File: src/rtl/traffic_phase_countdown.sv
// Traffic-light phase sequencer: NS/EW lamps, a per-phase BCD seconds countdown,
// and a two-digit scan mux feeding one nibble per slot to a downstream 7-seg decoder.
module traffic_phase_countdown #(
   parameter int TICK_DIV = 50_000_000,
   parameter int SCAN_DIV = 50_000,
   parameter int GREEN_S  = 25,
   parameter int YELLOW_S = 3
) (
   input  logic       clk,
   input  logic       rst_n,
   input  logic       en,
   output logic [2:0] ns_light,
   output logic [2:0] ew_light,
   output logic [3:0] bcd,
   output logic [1:0] an
);

   localparam int TW = (TICK_DIV > 1) ? $clog2(TICK_DIV) : 1;
   localparam int SW = (SCAN_DIV > 1) ? $clog2(SCAN_DIV) : 1;

   localparam logic [3:0] GREEN_T  = 4'(GREEN_S / 10);
   localparam logic [3:0] GREEN_O  = 4'(GREEN_S % 10);
   localparam logic [3:0] YELLOW_T = 4'(YELLOW_S / 10);
   localparam logic [3:0] YELLOW_O = 4'(YELLOW_S % 10);

   typedef enum logic [1:0] {
      S_NS_G = 2'd0,
      S_NS_Y = 2'd1,
      S_EW_G = 2'd2,
      S_EW_Y = 2'd3
   } state_t;

   state_t          state_reg;
   logic [3:0]      rem_t_reg;
   logic [3:0]      rem_o_reg;
   logic [TW-1:0]   tick_cnt_reg;
   logic [SW-1:0]   scan_cnt_reg;
   logic            sel_reg;
   logic            tick;
   logic            scan_step;

   assign tick      = en && (tick_cnt_reg == TW'(TICK_DIV - 1));
   assign scan_step = (scan_cnt_reg == SW'(SCAN_DIV - 1));

   // Prescaler: frozen while en is low so a resumed phase keeps its partial second.
   always_ff @(posedge clk or negedge rst_n) begin
      if (!rst_n) begin
         tick_cnt_reg <= '0;
      end else if (en) begin
         if (tick) tick_cnt_reg <= '0;
         else      tick_cnt_reg <= tick_cnt_reg + TW'(1);
      end
   end

   // Phase FSM and BCD countdown; a phase ends on the tick that sees 01.
   always_ff @(posedge clk or negedge rst_n) begin
      if (!rst_n) begin
         state_reg <= S_NS_G;
         rem_t_reg <= GREEN_T;
         rem_o_reg <= GREEN_O;
      end else if (tick) begin
         if (rem_t_reg == 4'd0 && rem_o_reg == 4'd1) begin
            case (state_reg)
               S_NS_G: begin
                  state_reg <= S_NS_Y;
                  rem_t_reg <= YELLOW_T;
                  rem_o_reg <= YELLOW_O;
               end
               S_NS_Y: begin
                  state_reg <= S_EW_G;
                  rem_t_reg <= GREEN_T;
                  rem_o_reg <= GREEN_O;
               end
               S_EW_G: begin
                  state_reg <= S_EW_Y;
                  rem_t_reg <= YELLOW_T;
                  rem_o_reg <= YELLOW_O;
               end
               default: begin
                  state_reg <= S_NS_G;
                  rem_t_reg <= GREEN_T;
                  rem_o_reg <= GREEN_O;
               end
            endcase
         end else if (rem_o_reg == 4'd0) begin
            rem_o_reg <= 4'd9;
            rem_t_reg <= rem_t_reg - 4'd1;
         end else begin
            rem_o_reg <= rem_o_reg - 4'd1;
         end
      end
   end

   always_comb begin
      ns_light = 3'b100;
      ew_light = 3'b100;
      case (state_reg)
         S_NS_G: ns_light = 3'b001;
         S_NS_Y: ns_light = 3'b010;
         S_EW_G: ew_light = 3'b001;
         default: ew_light = 3'b010;
      endcase
   end

   // Scan mux runs regardless of en; it samples the remaining time as it stood before this edge.
   always_ff @(posedge clk or negedge rst_n) begin
      if (!rst_n) begin
         scan_cnt_reg <= '0;
         sel_reg      <= 1'b1;
         an           <= 2'b11;
         bcd          <= 4'hF;
      end else if (scan_step) begin
         scan_cnt_reg <= '0;
         sel_reg      <= ~sel_reg;
         if (sel_reg) begin
            an  <= 2'b10;
            bcd <= rem_o_reg;
         end else begin
            an  <= 2'b01;
            bcd <= (rem_t_reg == 4'd0) ? 4'hF : rem_t_reg;
         end
      end else begin
         scan_cnt_reg <= scan_cnt_reg + SW'(1);
      end
   end

endmodule

File: config.mk
export PLATFORM = sky130hd
export DESIGN_NAME = traffic_phase_countdown
export DESIGN_NICKNAME = d
export VERILOG_FILES = /design/src/rtl/traffic_phase_countdown.sv
export SDC_FILE = /design/constraint.sdc
export NUM_CORES = 1
export LEC_CHECK = 0
export BUFFER_PORTS_ARGS = -buffer_cell sky130_fd_sc_hd__buf_4
export CORE_ASPECT_RATIO = 1.5
export CORE_MARGIN = 1
export CORE_UTILIZATION = 40
export DETAILED_ROUTE_END_ITERATION = 7
export GPL_TIMING_DRIVEN = 0
export SLEW_MARGIN = 20
export SYNTH_ARGS = -nofsm -noshare
export SYNTH_HDL_FRONTEND = slang
export SYNTH_SLANG_ARGS = --single-unit
File: constraint.sdc
create_clock -name clk -period 2.3 [get_ports clk]
set_input_delay 0.23 -clock clk [delete_from_list [all_inputs] [get_ports clk]]
set_output_delay 0.23 -clock clk [all_outputs]
set_load 0.01 [all_outputs]
## Word level (Yosys, flattened, before mapping)

Index checks and enable logic that the tools add are counted.

| word-level totals | value |
|---|---|
| register bits | 59 |
| input bits | 3 |
| logic and storage cells | 42 |

| cells by class | value |
|---|---|
| $add $sub $neg | 4 |
| equality and inequality tests | 5 |
| multiplexer cells | 14 |
| bitwise logic cells | 1 |
| reduce and logical (&&, ||, !) cells | 10 |

Operators with widths:

| kind | number |
|---|---|
| $add 26x1->26 const B | 1 |
| $eq 26x26->1 const B | 1 |
| $mux 26 | 1 |
| $mux 4 | 6 |
| $add 16x1->16 const B | 1 |
| $eq 16x16->1 const B | 1 |
| $mux 16 | 1 |
| $pmux 3 s2 | 2 |
| $logic_not 4->1 | 2 |
| $sub 4x1->4 const B | 2 |
| $pmux 2 s3 | 1 |
| $eq 4x1->1 const B | 1 |
| $mux 2 | 2 |
| $reduce_and 2->1 | 2 |
| $reduce_or 2->1 | 2 |
| $mux 3 | 1 |
| $eq 2x1->1 const B | 1 |
| $eq 2x2->1 const B | 1 |
| $logic_and 1x1->1 | 2 |
| $logic_not 2->1 | 1 |
| $reduce_bool 2->1 | 1 |
| $not 1->1 | 1 |

## Logic depth before layout (Yosys ltp)

| logic depth | value |
|---|---|
| word-level depth | 4 |
| mapped depth | 6 |
| mapped depth without buffers | 6 |

## Least setup slack after synthesis

No wires, ideal clock.

| timing | value |
|---|---|
| path type | flip-flop to flip-flop |
| from | reg scan_cnt_reg[4] |
| to | reg bcd[3] |
| data arrival time | 1.770 ns |
| required time | 2.218 ns |
| setup slack | 0.448 ns |
| stages on the path, launching flop included | 5 |
| path buffers | 1 |
| path through | dfrtp_1 or4b_4 nor4_4 buf_6 mux2_4 |

| on the way | value |
|---|---|
| longest elaborated chain between the ends | 1 |

RTL lines:

| what | RTL line | source |
|---|---|---|
| start, declared | 37 | `logic [SW-1:0] scan_cnt_reg;` |
| start signal, assigned | 123 | `scan_cnt_reg <= scan_cnt_reg + SW'(1);` |
| $eq 16x16->1 | 43 | `assign scan_step = (scan_cnt_reg == SW'(SCAN_DIV - 1));` |
| end signal, assigned | 117 | `bcd <= rem_o_reg;` |
| end signal, assigned | 120 | `bcd <= (rem_t_reg == 4'd0) ? 4'hF : rem_t_reg;` |
| end, declared | 14 | `output logic [3:0] bcd,` |

No other way between the ends.
A chain may end at the register's enable or synchronous reset.

## Worst setup path after layout

| timing | value |
|---|---|
| from | reg tick_cnt_reg[8] |
| to | reg tick_cnt_reg[15] |

| on the way | value |
|---|---|
| longest elaborated chain between the ends | 3 |
| elaborated cells on any way between the ends | 4 |
| classes of those cells | add/sub (1); eq/ne (1); mux (1); reduce/logical (1) |

RTL lines:

| what | RTL line | source |
|---|---|---|
| start, declared | 36 | `logic [TW-1:0] tick_cnt_reg;` |
| start signal, assigned | 51 | `else tick_cnt_reg <= tick_cnt_reg + TW'(1);` |
| branches (longest 2 deep; another with $add 26x1->26) | n/a |  |
| $mux 26 (*) | 50 | `if (tick) tick_cnt_reg <= '0;` |

Mark *: on every way between the ends.

==> key figures <==
Drt
  – Drt wl/cell: 13.89 µm
  – # DRC: 0
  – Drt via density: 5.292
  – Number of vias in the routed layout: 2244
  – Iter 0 DRT Violations: 200
  – Drt total wl: 5889 µm
  – Routed Antenna Nets: 0
  – Drt pass-1 iters: 4

Placed design
  – Port Buffer Count: 14
  – Final HPWL DP: 4020 µm
  – GPL Wtd Cong: 0.7689
  – Post-DP Area: 3234 µm²

Global route
  – Pin count of the biggest net entering global routing: 59
  – GRT Overall Usage: 0.1704
  – Vias in the first global route: 2152
  – Initial antenna violation count: 0
  – First-pass GRT wire length: 10290 µm
  – Total gr overflow: 0

Layout
  – Commonest non-fill, non-tap cell in the layout: dfrtp_1
  – Layout area overhead: 15.33%
  – Max reg flops: 26
  – Post-route cell area: 3465 µm²
  – Ratio of cells with drive above 1 in the final layout: 0.1883
  – ANT cells: 0
  – Final nets: 329
  – Commonest cells after routing, fill and taps aside: dfrtp_1 (49), nand2_1 (19), nor2_1 (18), xor2_1 (18), buf_4 (15)
  – Layout fillers: 724

Worst setup path
  – R2R setup slack: 200 ps
  – Worst-path fanout max: 10
  – Required time of the critical path: 2520 ps
  – Arrival time worst endpoint: 2320 ps
  – Register-to-Register Path Depth: 5
  – Critical path type: reg -> reg
  – Max incr delay on CP: 500 ps
  – Worst setup SP type: flop
  – CP endpoint kind: flop
  – Worst setup startpoint: tick_cnt_reg[8]
  – CP cell instances: nor4b_1 -> nand4_1 -> buf_2 -> or2_2 -> a31o_2
  – Critical R2R Capture: tick_cnt_reg[15]
  – Slowest stage cell, crit path: nor4b_1
  – Worst r2r src: tick_cnt_reg[8]
  – Critical Path Sink: tick_cnt_reg[15]

Clock tree
  – Worst-path clk slew: 70 ps
  – CTS tree: done
  – CTS root buf: clkbuf_8
  – Clock net sink count: 58
  – CTS H-tree lvls: 3
  – Postcts setup bufs: 0
  – Clk buf depth: 2
  – CTS Buf Count: 9
  – Clock latency at the later pin of the worst-skew pair: 330 ps

Timing
  – Max Freq: 476.4 MHz
  – Final Hold Fails: 0
  – Final clock skew: 9.441 ps
  – Setup_tns: 0 ps
  – Setup repair after global routing missed its margin: false
  – Finish-stage setup viols: 0
  – Slew Viols, Final: 0
  – Slew margin rel.: 0.5078
  – Worst Tran Pin Value: 738.4 ps
  – Crit share post-route: 0.9127
  – Final min period: 2099 ps

Synth
  – Top_reg_cell synth: dfrtp_1
  – YS warnings: 0
  – Syn Inst Count: 293
  – Post-Syn Nets: 303
  – Area leader, netlist: dfrtp_1
  – Sequential share of the synthesized area: 0.4869
  – Mapped Avg Cell Area: 10.25 µm²
  – Synth area leaders: dfrtp_1 (41%), dfstp_2 (7.9%), xor2_1 (5.2%), ha_1 (2.9%), nand4_1 (2.9%)
  – FF+latch count, synth: 58
  – Share of the synthesized area in the top cell type: 0.4082
  – Yosys cell types: 47
  – Ys async rst share: 1.000
  – Number of synthesized flops with an enable pin: 0
  – Mapped Area: 3004 µm²

Job
  – Max cap viols: 0

Power and ir drop
  – PD cells: 645.2 nW/µm²
  – Worst VDD drop: 0.0003790 V
  – Leak: 1.491 nW

Floorplanning
  – Die area: 7868 µm²
  – FP Rows: 38
  – Core area: 7274 µm²
  – IO Count: 15
  – Die height: 108.1 µm
  – Die W: 72.76 µm
  – Initial Util: 0.4130

Worst hold path
  – Hold WC Path Type: in -> reg
  – Worst hold stages: 2

Run status
  – Status: complete, no violations
[power breakdown]
group	leakage, nW	total (W)	switching (W)	internal [W]
combinational	0.642	0.000110	0.0000616	0.0000483
clock	0.106	0.00101	0.000410	0.000604
sequential	0.743	0.00111	0.0000439	0.00107
total	1.49	0.00224	0.000515	0.00172
[stage by stage]
step	power [W]	instances	util	worst slack [ps]	hold WS [ps]
floorplan	0.001193	293	-	448.2	-65.59
global placement	0.001236	407	0.4446	53.46	345.2
detailed placement	0.001241	407	0.4446	74.08	346.4
CTS	0.002273	424	0.4749	62.79	126.2
global route	0.002346	424	0.4763	81.48	145.2
finish	0.002235	424	0.4763	200.8	148.4
[worst min-delay path by stage]
| stage | from | end | slack, ps |
|---|---|---|---|
| after global routing | en | tick_cnt_reg[1] | 150 |
| after CTS | en | tick_cnt_reg[1] | 130 |
| after global placement | rst_n | scan_cnt_reg[13] | 350 |
| final | en | tick_cnt_reg[1] | 150 |
| after detailed placement | rst_n | scan_cnt_reg[12] | 350 |
| after floorplan | rst_n | rem_o_reg[1] | -70 |
[cell families (layout without fill, tap and decap cells)]
family / Yosys count / after routing / share of synthesized area
buf+inv: 20 / 51 / 0.03040
mux: 11 / 11 / 0.04123
simple gates: 127 / 127 / 0.2474
flops: 58 / 58 / 0.4869
fa+ha+maj: 7 / 7 / 0.02915
compound gates: 42 / 42 / 0.08330
xor+xnor: 28 / 28 / 0.08163
[critical path: cells and delay by family, from the launching register on]
kind / cells / cell delay, ps
buffers and inverters: 1 / 240
flip-flops: 1 / 440
AO/OA/AOI/OAI: 1 / 240
AND/OR/NAND/NOR: 3 / 1070
[synth_stat cells, types with 2 or more instances]
library cell  count
o21ai_0          14
a31o_2            2
nand2b_1          3
nor2b_1           4
nand3_1          14
ha_1              7
xor2_1           18
dfstp_2           9
and3_1            6
mux2i_1           3
buf_2             3
and4_1            8
and2_1            2
xnor2_1          10
nand4_1          14
nor2_1           19
or3_1             7
dfrtp_1          49
nor3_1           12
nor4b_1           3
inv_1            10
mux2_2            7
o31ai_1           7
or4_1             5
nor4_1            2
nand2_1          19
or2_2             2
clkbuf_1          3
a21oi_1          13
[routing by layer]
metal	vias up	global-route usage	wire, µm
met4	0	0.06443	52
met3	4	0.04846	144
met5	-	0	0
li1	1115	-	-
met2	27	0.2730	3026
met1	1098	0.2164	2666
[area by class of cell]
cell class	instances	area (µm²)	area share
multi-input cells	215	1459	0.4211
clock inverters	6	82.58	0.02384
plain buffers	10	55.05	0.01589
well taps	100	125.1	0.03611
clock buffers	10	127.6	0.03684
repair buffers	15	115.1	0.03322
flip-flops and latches	58	1463	0.4222
inverters	10	37.54	0.01083
[repair_timing]
action | in CTS | in global routing
setup endpoints to repair | 0 | 12
resized for setup | 0 | 4
hold buffers | 1 | 0
hold endpoints to repair | 43 | 0
(Power assumes the default switching activity.)
